===== src/rtl/div_32_pkg.sv =====
// Shared definitions for the iterative 32-bit divider: widths, FSM states
// and the two's-complement helper used for operand and result signs.
package div_32_pkg;

    localparam int DIV_WIDTH = 32;
    localparam int CNT_W     = 5;

    typedef enum logic [1:0] {
        S_IDLE = 2'd0,
        S_CALC = 2'd1,
        S_FIX  = 2'd2,
        S_DONE = 2'd3
    } state_t;

    // Conditional two's-complement negation. Applied to -2^31 it returns
    // 2^31, which is the correct unsigned magnitude.
    function automatic logic [DIV_WIDTH-1:0] cond_neg(
        input logic [DIV_WIDTH-1:0] value,
        input logic                 negate
    );
        return negate ? (~value + DIV_WIDTH'(1)) : value;
    endfunction

endpackage


===== src/rtl/div_32_add.sv =====
// 32-bit adder with carry in/out and signed overflow; the divider drives it
// with b = ~divisor and carry_in = 1 to form rem - divisor.
module add_32
    import div_32_pkg::*;
(
    input  logic [DIV_WIDTH-1:0] a,
    input  logic [DIV_WIDTH-1:0] b,
    input  logic                 carry_in,
    output logic [DIV_WIDTH-1:0] sum,
    output logic                 carry_out,
    output logic                 overflow
);

    logic [DIV_WIDTH:0] full_sum;

    assign full_sum  = {1'b0, a} + {1'b0, b} + {{DIV_WIDTH{1'b0}}, carry_in};
    assign sum       = full_sum[DIV_WIDTH-1:0];
    assign carry_out = full_sum[DIV_WIDTH];
    assign overflow  = (a[DIV_WIDTH-1] == b[DIV_WIDTH-1]) &&
                       (sum[DIV_WIDTH-1] != a[DIV_WIDTH-1]);

endmodule


===== src/rtl/div_32.sv =====
// Radix-2 restoring divider for MIPS DIV/DIVU: 32 iterations on operand
// magnitudes, then a sign fix-up cycle; quotient is LO, remainder is HI.
module div_32
    import div_32_pkg::*;
#(
    parameter int WIDTH = DIV_WIDTH
) (
    input  logic             clk,
    input  logic             rst_n,
    input  logic             start,
    input  logic             is_signed,
    input  logic [WIDTH-1:0] dividend,
    input  logic [WIDTH-1:0] divisor,
    output logic             busy,
    output logic             done,
    output logic [WIDTH-1:0] quotient,
    output logic [WIDTH-1:0] remainder,
    output logic             div_by_zero
);

    state_t           state;
    state_t           state_nxt;
    logic [CNT_W-1:0] count;
    logic [WIDTH-1:0] rem;
    logic [WIDTH-1:0] quo;
    logic [WIDTH-1:0] dvsr;
    logic             neg_quo;
    logic             neg_rem;
    logic             zero_div;

    logic             accept;
    logic             divisor_zero;
    logic             dividend_neg;
    logic             divisor_neg;
    logic [WIDTH-1:0] rem_shift;
    logic [WIDTH-1:0] trial;
    logic             no_borrow;
    logic             quo_bit;

    assign accept       = start && ((state == S_IDLE) || (state == S_DONE));
    assign divisor_zero = (divisor == '0);
    assign dividend_neg = is_signed && dividend[WIDTH-1];
    assign divisor_neg  = is_signed && divisor[WIDTH-1];

    assign rem_shift = {rem[WIDTH-2:0], quo[WIDTH-1]};

    add_32 u_trial_sub (
        .a         (rem_shift),
        .b         (~dvsr),
        .carry_in  (1'b1),
        .sum       (trial),
        .carry_out (no_borrow),
        .overflow  ()
    );

    // A bit shifted out of rem means the true partial remainder is >= 2^32,
    // which exceeds any divisor; the wrapped trial difference is still exact.
    assign quo_bit = no_borrow || rem[WIDTH-1];

    // NOTE: state and datapath registers use non-blocking assignments so every
    // flop samples pre-edge values, independent of statement order.
    always_ff @(posedge clk or negedge rst_n) begin
        if (!rst_n) begin
            state <= S_IDLE;
        end else begin
            state <= state_nxt;
        end
    end

    // NOTE: next state is defaulted to the current state before the case so
    // no path leaves it unassigned and no latch is inferred.
    always_comb begin
        state_nxt = state;
        unique case (state)
            S_IDLE: begin
                if (start) state_nxt = divisor_zero ? S_FIX : S_CALC;
            end
            S_CALC: begin
                if (count == CNT_W'(WIDTH - 1)) state_nxt = S_FIX;
            end
            S_FIX: begin
                state_nxt = S_DONE;
            end
            S_DONE: begin
                if (start) state_nxt = divisor_zero ? S_FIX : S_CALC;
                else       state_nxt = S_IDLE;
            end
            default: state_nxt = S_IDLE;
        endcase
    end

    // Working registers. On a zero divisor quo holds the raw dividend so it
    // can be returned unmodified as the remainder.
    always_ff @(posedge clk or negedge rst_n) begin
        if (!rst_n) begin
            count    <= '0;
            rem      <= '0;
            quo      <= '0;
            dvsr     <= '0;
            neg_quo  <= 1'b0;
            neg_rem  <= 1'b0;
            zero_div <= 1'b0;
        end else if (accept) begin
            count    <= '0;
            rem      <= '0;
            quo      <= divisor_zero ? dividend : cond_neg(dividend, dividend_neg);
            dvsr     <= cond_neg(divisor, divisor_neg);
            neg_quo  <= dividend_neg ^ divisor_neg;
            neg_rem  <= dividend_neg;
            zero_div <= divisor_zero;
        end else if (state == S_CALC) begin
            count <= count + CNT_W'(1);
            rem   <= quo_bit ? trial : rem_shift;
            quo   <= {quo[WIDTH-2:0], quo_bit};
        end
    end

    // Result registers change only on the edge that enters DONE.
    always_ff @(posedge clk or negedge rst_n) begin
        if (!rst_n) begin
            quotient    <= '0;
            remainder   <= '0;
            div_by_zero <= 1'b0;
        end else if (state == S_FIX) begin
            if (zero_div) begin
                quotient    <= '1;
                remainder   <= quo;
                div_by_zero <= 1'b1;
            end else begin
                quotient    <= cond_neg(quo, neg_quo);
                remainder   <= cond_neg(rem, neg_rem);
                div_by_zero <= 1'b0;
            end
        end
    end

    assign busy = (state != S_IDLE);
    assign done = (state == S_DONE);

endmodule

===== config.mk =====
export PLATFORM = sky130hd
export DESIGN_NAME = div_32
export DESIGN_NICKNAME = d
export VERILOG_FILES = /design/src/rtl/div_32_pkg.sv /design/src/rtl/div_32_add.sv /design/src/rtl/div_32.sv
export SDC_FILE = /design/constraint.sdc
export NUM_CORES = 1
export LEC_CHECK = 0
export ABC_AREA = 1
export CORE_MARGIN = 2
export CORE_UTILIZATION = 40
export CTS_BUF_LIST = sky130_fd_sc_hd__clkbuf_4
export DETAILED_ROUTE_END_ITERATION = 8
export GPL_TIMING_DRIVEN = 0
export PLACE_DENSITY = 0.56
export SLEW_MARGIN = 10
export SYNTH_ARGS = -nofsm -noshare
export SYNTH_HDL_FRONTEND = slang
export SYNTH_SLANG_ARGS = --single-unit

===== constraint.sdc =====
create_clock -name clk -period 3 [get_ports clk]
set_input_delay 0.45 -clock clk [delete_from_list [all_inputs] [get_ports clk]]
set_output_delay 0.45 -clock clk [all_outputs]
set_load 0.02 [all_outputs]

# Yosys cells after proc, flatten, opt, wreduce, memory -nomap -nowiden
# Index checks and enable logic that the tools add are counted.
# W data, S select, Z words.
dict set report totals {
  ff_bits 171
  inputBits 68
  output_inout_bits 67
  word_cells 60
}
dict set report op_classes {
  n_addsub 7
  eq_ne 6
  muxes 20
  bitwise_logic 6
  reduce_logical 10
}
# op count
set ops {}
lappend ops {{$mux W32} 12}
lappend ops {{$not A32 Y32} 5}
lappend ops {{$add A32 B1 Y32 const B} 4}
lappend ops {{$add A32 B32 Y33} 1}
lappend ops {{$add A33 B1 Y33 const B} 1}
lappend ops {{$logic_not A32 Y1} 1}
lappend ops {{$mux W5} 2}
lappend ops {{$mux W2} 4}
lappend ops {{$pmux W2 S4} 1}
lappend ops {{$add A5 B1 Y5 const B} 1}
lappend ops {{$eq A5 B5 Y1 const B} 1}
lappend ops {{$eq A2 B2 Y1 const B} 2}
lappend ops {{$ne A2 B2 Y1 const B} 2}
lappend ops {{$reduce_bool A2 Y1} 2}
lappend ops {{$logic_and A1 B1 Y1} 3}
lappend ops {{$eq A2 B1 Y1 const B} 1}
lappend ops {{$logic_not A2 Y1} 1}
lappend ops {{$logic_or A1 B1 Y1} 2}
lappend ops {{$reduce_and A2 Y1} 1}
lappend ops {{$mux W1} 1}
lappend ops {{$xor A1 B1 Y1} 1}

# Depth between registers and ports, before layout
# Gate-level depths: netlist (run 1).
dict set report logic_depth {
  word_depth 7
  mapped_depth 16
  depth_no_buf 16
}

# Hierarchy
# Synthesis (run 1) repeated with hierarchy kept, for this count alone.
dict set report unflattened {
  cells_unflattened 2037
  area_unflattened_um2 13410.4
}
# mod n_inst cells_per_inst area_per_inst_um2 seq_area_each_um2
set by_module_without_submodules {}
lappend by_module_without_submodules {div_32 1 1614 11182.0 4279.1}
lappend by_module_without_submodules {add_32 1 423 2228.4 0.0}

# Least setup slack after synthesis (run 1)
# No wires, ideal clock.
dict set report synth_path {
  path_type {reg2reg}
  startpoint {reg quo[31]}
  endpoint {reg rem[26]}
  setup_ns 0.116
  arrival_time_ns 2.064
  required_time_ns 2.884
  setup_slack_ns 0.820
  path_stages_with_launch 17
  path_buffers 1
  synth_period_minus_slack_ns 2.180
  path_cell_list {dfrtp_1 -> inv_1 -> ha_1 -> fa_1 -> inv_1 -> nand2_1 -> nand2_1 -> nand3_1 -> nand2_1 -> nand2_1 -> nand2_2 -> nand3_4 -> nand2_4 -> buf_6 -> nand3_1 -> nand2_1 -> nand2_1}
}
dict set report synth_between {
  elab_chain_len 6
}
# item line
set synth_lines {}
lappend synth_lines {{start, declared} div_32.sv:25} ;# logic [WIDTH-1:0] quo;
lappend synth_lines {{start signal, assigned} div_32.sv:106} ;# quo <= divisor_zero ? dividend : cond_neg(dividend, dividend_neg);
lappend synth_lines {{start signal, assigned} div_32.sv:114} ;# quo <= {quo[WIDTH-2:0], quo_bit};
lappend synth_lines {{$add A32 B32 Y33 *} div_32_add.sv:16} ;# assign full_sum = {1'b0, a} + {1'b0, b} + {{DIV_WIDTH{1'b0}}, carry_in};
lappend synth_lines {{$add A33 B1 Y33 *} div_32_add.sv:16}
lappend synth_lines {{$logic_or A1 B1 Y1} div_32.sv:58} ;# assign quo_bit = no_borrow || rem[WIDTH-1];
lappend synth_lines {{$mux W32 *} div_32.sv:113} ;# rem <= quo_bit ? trial : rem_shift;
lappend synth_lines {{$mux W32 *} div_32.sv:111} ;# end else if (state == S_CALC) begin
lappend synth_lines {{$mux W32 *} div_32.sv:103} ;# end else if (accept) begin
lappend synth_lines {{end signal, assigned} div_32.sv:113}
lappend synth_lines {{end, declared} div_32.sv:24} ;# logic [WIDTH-1:0] rem;
# Every way passes the cells marked *; elsewhere a longest branch is shown, timed or not. The select of a mux whose other input is x is not followed.
# A chain may end at the register's enable or synchronous reset.

# Worst setup path in the final report (run 1)
dict set report layout_path {
  startpoint {reg quo[31]}
  endpoint {reg rem[17]}
}
# The elaborated chain is that of the path after synthesis.

==> impl_metrics.py, run 1 <==
metrics = {
    "run_status": {
        "status": "finished clean",
    },
    "setup_path": {
        "worstSetupEndpointType": "flop",
        "critPathTopFamily": "simple AND/OR/NAND/NOR gates",
        "crit_chain": "clkinvlp_4 -> ha_2 -> fa_1 -> inv_1 -> nand2_1 -> nand2_1 -> nand3_1 -> nand2_2 -> nand2_1 -> nand2_2 -> nand3_4 -> nand2_8 -> buf_6 -> nand3_1 -> nand3_1 -> nand2_1",
        "cp_max_fo": 10,
        "path_common_cell": "nand2_1",
        "crit_slowest_cell": "dfrtp_1",
        "arrival_ns": 3.32,
        "r2r_start": "quo[31]",
        "cp-startpoint": "quo[31]",
        "worstPathBufferInverterCount": 3,
        "critPathKind": "flop to flop",
        "start_kind": "flop",
        "crit_required_ns": 3.52,
        "max_stage_delay_ns": 0.42,
    },
    "placement": {
        "pre_cts_slack_ns": 0.0413,
        "place_area_um2": 15400,
        "gp_congestion": 0.943,
        "io_buffers": 134,
        "dp_hpwl_um": 39800,
    },
    "synthesis": {
        "synth_warnings": 0,
        "syn-cell-area_um2": 13500,
        "synth_ff_type": "dfrtp_1",
        "yosys.area.top_type_share_pct": 31.8,
        "seq_area_frac_synth_pct": 31.8,
        "synth.distinct_cells": 49,
        "syn_area_per_cell_um2": 6.34,
        "ys_async_sr_fraction_pct": 100,
        "syn_inst": 2122,
        "synth_area_leader_cell": "dfrtp_1",
        "synth_top_cells_by_area": "dfrtp_1 32%, nand2_1 18%, nand3_1 9.6%",
        "synth_edf_count": 0,
        "synth_fp_nets": 2234,
        "ys_seq_elements": 171,
    },
    "floorplan": {
        "start_util_pct": 40.4,
        "dieWidth_um": 187,
        "rows": 67,
        "io_pins": 135,
        "chipHeight_um": 187,
        "core_um2": 33400,
        "design.die.area_um2": 35100,
    },
    "sta": {
        "timing.final.max_slew_violations": 0,
        "period_share_pct": 93.2,
        "fmax_mhz": 358,
        "fin_ws_ns": 0.203,
        "timing.final.hold_violations": 0,
        "slew_headroom_pct": 39.2,
        "fin_crit_ns": 2.80,
        "rsz0062_at_grt": "no",
        "finalClockSkew_ns": 0.0256,
        "setup_viol": 0,
        "worst_slew_pin_slew_ns": 0.912,
    },
    "job": {
        "max-cap-violations": 0,
    },
    "clocking": {
        "htree_levels": 4,
        "clk_latency_ns": 0.61,
        "root_buffer": "clkbuf_4",
        "cts_tree": "done",
        "cts.sinks": 171,
        "cts.reportedPaths.clkPinSlew_ns": 0.17,
        "cts_buffers": 17,
        "clockBufferDepth": 2,
    },
    "pwr": {
        "power.leakage_uw": 0.00787,
        "power_frac_seq_pct": 25.8,
        "p_switching_uw": 9500,
        "p_per_area_nw_per_um2": 1090,
        "power_frac_comb_pct": 65.6,
        "pwr-share-clk_pct": 8.5,
        "swShare_pct": 55.6,
        "internal-power_uw": 7590,
        "ir_drop_mv": 0.605,
        "total_power_uw": 17100,
    },
    "grt": {
        "grt_overflow": 0,
        "grt_max_degree": 94,
        "grtUsageTotal_pct": 28.2,
        "grt_pass1_vias": 13400,
        "grt_pass1_wl_um": 76700,
        "antenna_found_initial": 2,
    },
    "cells_and_area": {
        "final_common_cell": "nand2_1",
        "drive_gt1_share_pct": 4.10,
        "final_util_pct": 47.2,
        "syn2layout_area_growth_pct": 16.9,
        "design_area_um2": 15700,
        "fin_nets": 2391,
        "final_cell_mix": "648 x nand2_1, 331 x inv_1, 259 x nand3_1",
    },
    "detailed_routing": {
        "vias": 14300,
        "drt-wirelength-per-cell_um": 17.9,
        "initialDrtViolationCount": 1135,
        "dr.pass1.iters": 6,
        "detail-route-antenna-nets": 0,
        "drc": 0,
        "wl_um": 49200,
        "viasPerCell": 5.21,
    },
    "worst_hold_path": {
        "hold_path.class": "input port to async pin",
    },
}
[cells in the mapped netlist, types with 14 or more instances]
master and instances:
nand2_1 649, inv_1 332, nand3_1 259, nor2_1 199, dfrtp_1 171, o21ai_0 96, a21oi_1 46, clkbuf_1 45
ha_1 43, nor3_1 35, xor2_1 32, nand4_1 29, o21bai_1 20, o22ai_1 16, xnor2_1 14
[registers in the layout (all words and copies together), names as in the netlist]
| signal | cells |
|---|---|
| count | 5 |
| zero_div | 1 |
| rem | 32 |
| neg_quo | 1 |
| state | 2 |
| div_by_zero | 1 |
| remainder | 32 |
| dvsr | 32 |
| quotient | 32 |
| neg_rem | 1 |
| quo | 32 |
[cell families (layout without fill, tap and decap cells)]
logic type	after synthesis	count (layout)	share of synthesized area (%)
xor+xnor	46	46	2.99
flops	171	171	31.8
compound gates	236	236	10.2
other cells	0	1	0
fa+ha+maj	44	44	4.15
simple gates	1223	1223	39.2
buf+inv	402	572	11.7
[per-layer routing]
layer / up-vias / track usage, % / routed length (um)
met5: - / 0 / 0
met4: 0 / 5.69 / 685
met3: 39 / 3.08 / 2440
met2: 407 / 43.8 / 21400
met1: 6736 / 42.2 / 24600
li1: 7110 / - / -
[timing repair]
action	4_1_cts	5_1_grt
gates resized for setup	0	5
buffers inserted	0	2
hold endpoints to repair	92	0
setup endpoints to repair	0	31
hold buffers	1	0
[cell type report]
type                    instances  area, um^2
repair buffers                138        1400
clock inverters                13         155
clock buffers                  19         143
fillers                      3614       17600
well taps                     448         561
flip-flops and latches        171        4280
multi-input cells            1549        7630
diodes                          1        2.50
plain buffers                  65         304
inverters                     337        1270
[worst register-to-register path: cells and delay by family (launching register included)]
family	cells	cell delay, ns
flip-flops	1	0.42
adder cells (fa/ha/maj)	2	0.65
buffers and inverters	3	0.47
AND/OR/NAND/NOR	11	1.16
[final timing paths]
| path | endpoint | cells after the start | slack [ns] |
|---|---|---|---|
| worst max register to register | rem[17] | 16 | 0.20 |
| worst min-delay path | dvsr[18] | 2 | 0.42 |
| min in group clk | div_by_zero | 2 | 0.49 |
| worst max-delay path | rem[17] | 16 | 0.20 |
| worst min register to register | div_by_zero | 2 | 0.49 |
| max in group asynchronous | quotient[15] | 3 | 1.71 |
[power by group through the flow]
| stage | clock [uW] | combinational (uW) | sequential (uW) |
|---|---|---|---|
| global placement | 0 | 11000 | 4420 |
| detailed placement | 0 | 11100 | 4410 |
| global route | 1580 | 12500 | 4500 |
| floorplan | 0 | 7080 | 4330 |
| CTS | 1480 | 11100 | 4370 |
| finish | 1460 | 11200 | 4410 |
[stage by stage]
step / hold WS, ns / cells / TNS, ns
after floorplan: 0.154 / 2122 / 0
after global placement: 0.460 / 2704 / -1004.57
after detailed placement: 0.459 / 2705 / 0
after CTS: 0.444 / 2738 / 0
after global routing: 0.470 / 2741 / 0
final: 0.417 / 2741 / 0
(Power assumes the default switching activity.)
==> inputs of run 2 (changes only) <==
--- a/config.mk
+++ b/config.mk
@@ -12,6 +12,7 @@
 export DETAILED_ROUTE_END_ITERATION = 8
 export GPL_TIMING_DRIVEN = 0
 export PLACE_DENSITY = 0.56
+export SKIP_CTS_REPAIR_TIMING = 1
 export SLEW_MARGIN = 10
 export SYNTH_ARGS = -nofsm -noshare
 export SYNTH_HDL_FRONTEND = slang
==> impl_metrics.py, run 2 (synthesis results as in run 1) <==
metrics = {
    "floorplan": {
        "dieWidth_um": 187,
        "design.die.area_um2": 35100,
        "chipHeight_um": 187,
        "start_util_pct": 40.4,
        "core_um2": 33400,
        "rows": 67,
        "io_pins": 135,
    },
    "sta": {
        "fin_ws_ns": 0.208,
        "rsz0062_at_grt": "no",
        "timing.final.hold_violations": 0,
        "fmax_mhz": 358,
        "period_share_pct": 93.1,
        "slew_headroom_pct": 38.1,
        "timing.final.max_slew_violations": 0,
        "setup_viol": 0,
        "fin_setup_tns_ns": 0,
        "finalClockSkew_ns": 0.0323,
        "worst_slew_pin_slew_ns": 0.929,
        "fin_crit_ns": 2.79,
    },
    "cells_and_area": {
        "drive_gt1_share_pct": 4.10,
        "final_common_cell": "nand2_1",
        "seq_area_um2": 4280,
        "final_cell_mix": "648 x nand2_1, 331 x inv_1, 259 x nand3_1",
        "nFillCells": 3614,
        "syn2layout_area_growth_pct": 16.9,
        "fin_nets": 2391,
        "multiInputGateArea_um2": 7630,
    },
    "setup_path": {
        "crit_required_ns": 3.51,
        "crit_slowest_cell": "dfrtp_1",
        "start_kind": "flop",
        "r2r_slack_ns": 0.21,
        "cp-startpoint": "quo[31]",
        "worstSetupEndpointType": "flop",
        "cp_max_fo": 10,
        "critPathKind": "flop to flop",
        "r2r_start": "quo[31]",
        "critPathTopFamily": "simple AND/OR/NAND/NOR gates",
        "worstRegToRegCells": 16,
        "r2r-end": "rem[27]",
        "worstPathBufferInverterCount": 3,
        "crit_chain": "clkinvlp_4 -> ha_2 -> fa_1 -> inv_1 -> nand2_1 -> nand2_1 -> nand3_1 -> nand2_2 -> nand2_1 -> nand2_2 -> nand3_4 -> nand2_8 -> buf_6 -> nand3_1 -> nand2_1 -> nand2_1",
        "path_common_cell": "nand2_1",
        "max_stage_delay_ns": 0.42,
        "arrival_ns": 3.30,
        "cp.depth": 16,
        "crit_end": "rem[27]",
    },
    "detailed_routing": {
        "initialDrtViolationCount": 1122,
        "detail-route-antenna-nets": 0,
        "wl_um": 49100,
        "drt-wirelength-per-cell_um": 17.9,
        "drc": 0,
        "viasPerCell": 5.23,
        "vias": 14300,
        "dr.pass1.iters": 9,
    },
    "grt": {
        "grt_pass1_wl_um": 76700,
        "grtUsageTotal_pct": 28.2,
        "antenna_found_initial": 2,
        "grt_overflow": 0,
        "grt_pass1_vias": 13400,
        "grt_max_degree": 94,
    },
    "placement": {
        "pre_cts_slack_ns": 0.0413,
        "io_buffers": 134,
        "gp_congestion": 0.943,
        "dp_hpwl_um": 39800,
    },
    "clocking": {
        "root_buffer": "clkbuf_4",
        "clk_latency_ns": 0.61,
        "cts_tree": "done",
        "cts.reportedPaths.clkPinSlew_ns": 0.16,
        "clockBufferDepth": 2,
        "cts_buffers": 17,
        "htree_levels": 4,
        "cts.sinks": 171,
    },
    "pwr": {
        "power.leakage_uw": 0.00787,
        "ir_drop_mv": 0.602,
        "p_per_area_nw_per_um2": 1080,
    },
    "worst_hold_path": {
        "hold_path.class": "input port to async pin",
    },
    "run_status": {
        "status": "finished clean",
    },
    "job": {
        "max-cap-violations": 0,
    },
}
==> run 2: metal layers <==
| metal | GRT usage [%] | wire length, um |
|---|---|---|
| met2 | 43.8 | 21400 |
| met1 | 42.2 | 24300 |
| met3 | 3.08 | 2710 |
| met5 | 0 | 0 |
| met4 | 5.69 | 680 |
==> run 2: power breakdown <==
group / switching [uW] / leakage [uW] / internal [uW]
clock: 925 / 0.000153 / 532
combinational: 7420 / 0.00561 / 3780
sequential: 1130 / 0.00210 / 3270
total: 9480 / 0.00787 / 7590
==> run 2: worst min-delay path by stage <==
stage | start | endpoint | slack, ns | cells past startpoint
final | rst_n | dvsr[18] | 0.43 | 2
after global routing | rst_n | dvsr[6] | 0.47 | 2
after CTS | rst_n | dvsr[18] | -0.15 | 1
after detailed placement | div_by_zero | div_by_zero | 0.46 | 2
after global placement | div_by_zero | div_by_zero | 0.46 | 2
after floorplan | rst_n | count[0] | 0.15 | 0
==> run 2: final cells by class <==
class | instances | area share (%)
Inverter | 337 | 8.09
Timing Repair Buffer | 138 | 8.89
Antenna cell | 1 | 0.0159
Clock buffer | 19 | 0.906
Tap cell | 448 | 3.56
Sequential cell | 171 | 27.2
Clock inverter | 13 | 0.986
Multi-Input combinational cell | 1549 | 48.4
Buffer | 65 | 1.93
==> run 2: stage by stage <==
step	utilization (%)	instance area (um^2)	power [uW]	hold slack (ns)	std cells
3_5_place_dp	46.1	15400	15500	0.459	2705
3_3_place_gp	46.1	15400	15400	0.460	2704
6_report	47.2	15700	17100	0.427	2741
2_1_floorplan	-	13500	11400	0.154	2122
5_1_grt	47.2	15700	18600	0.475	2741
4_1_cts	47.0	15700	17000	-0.153	2737
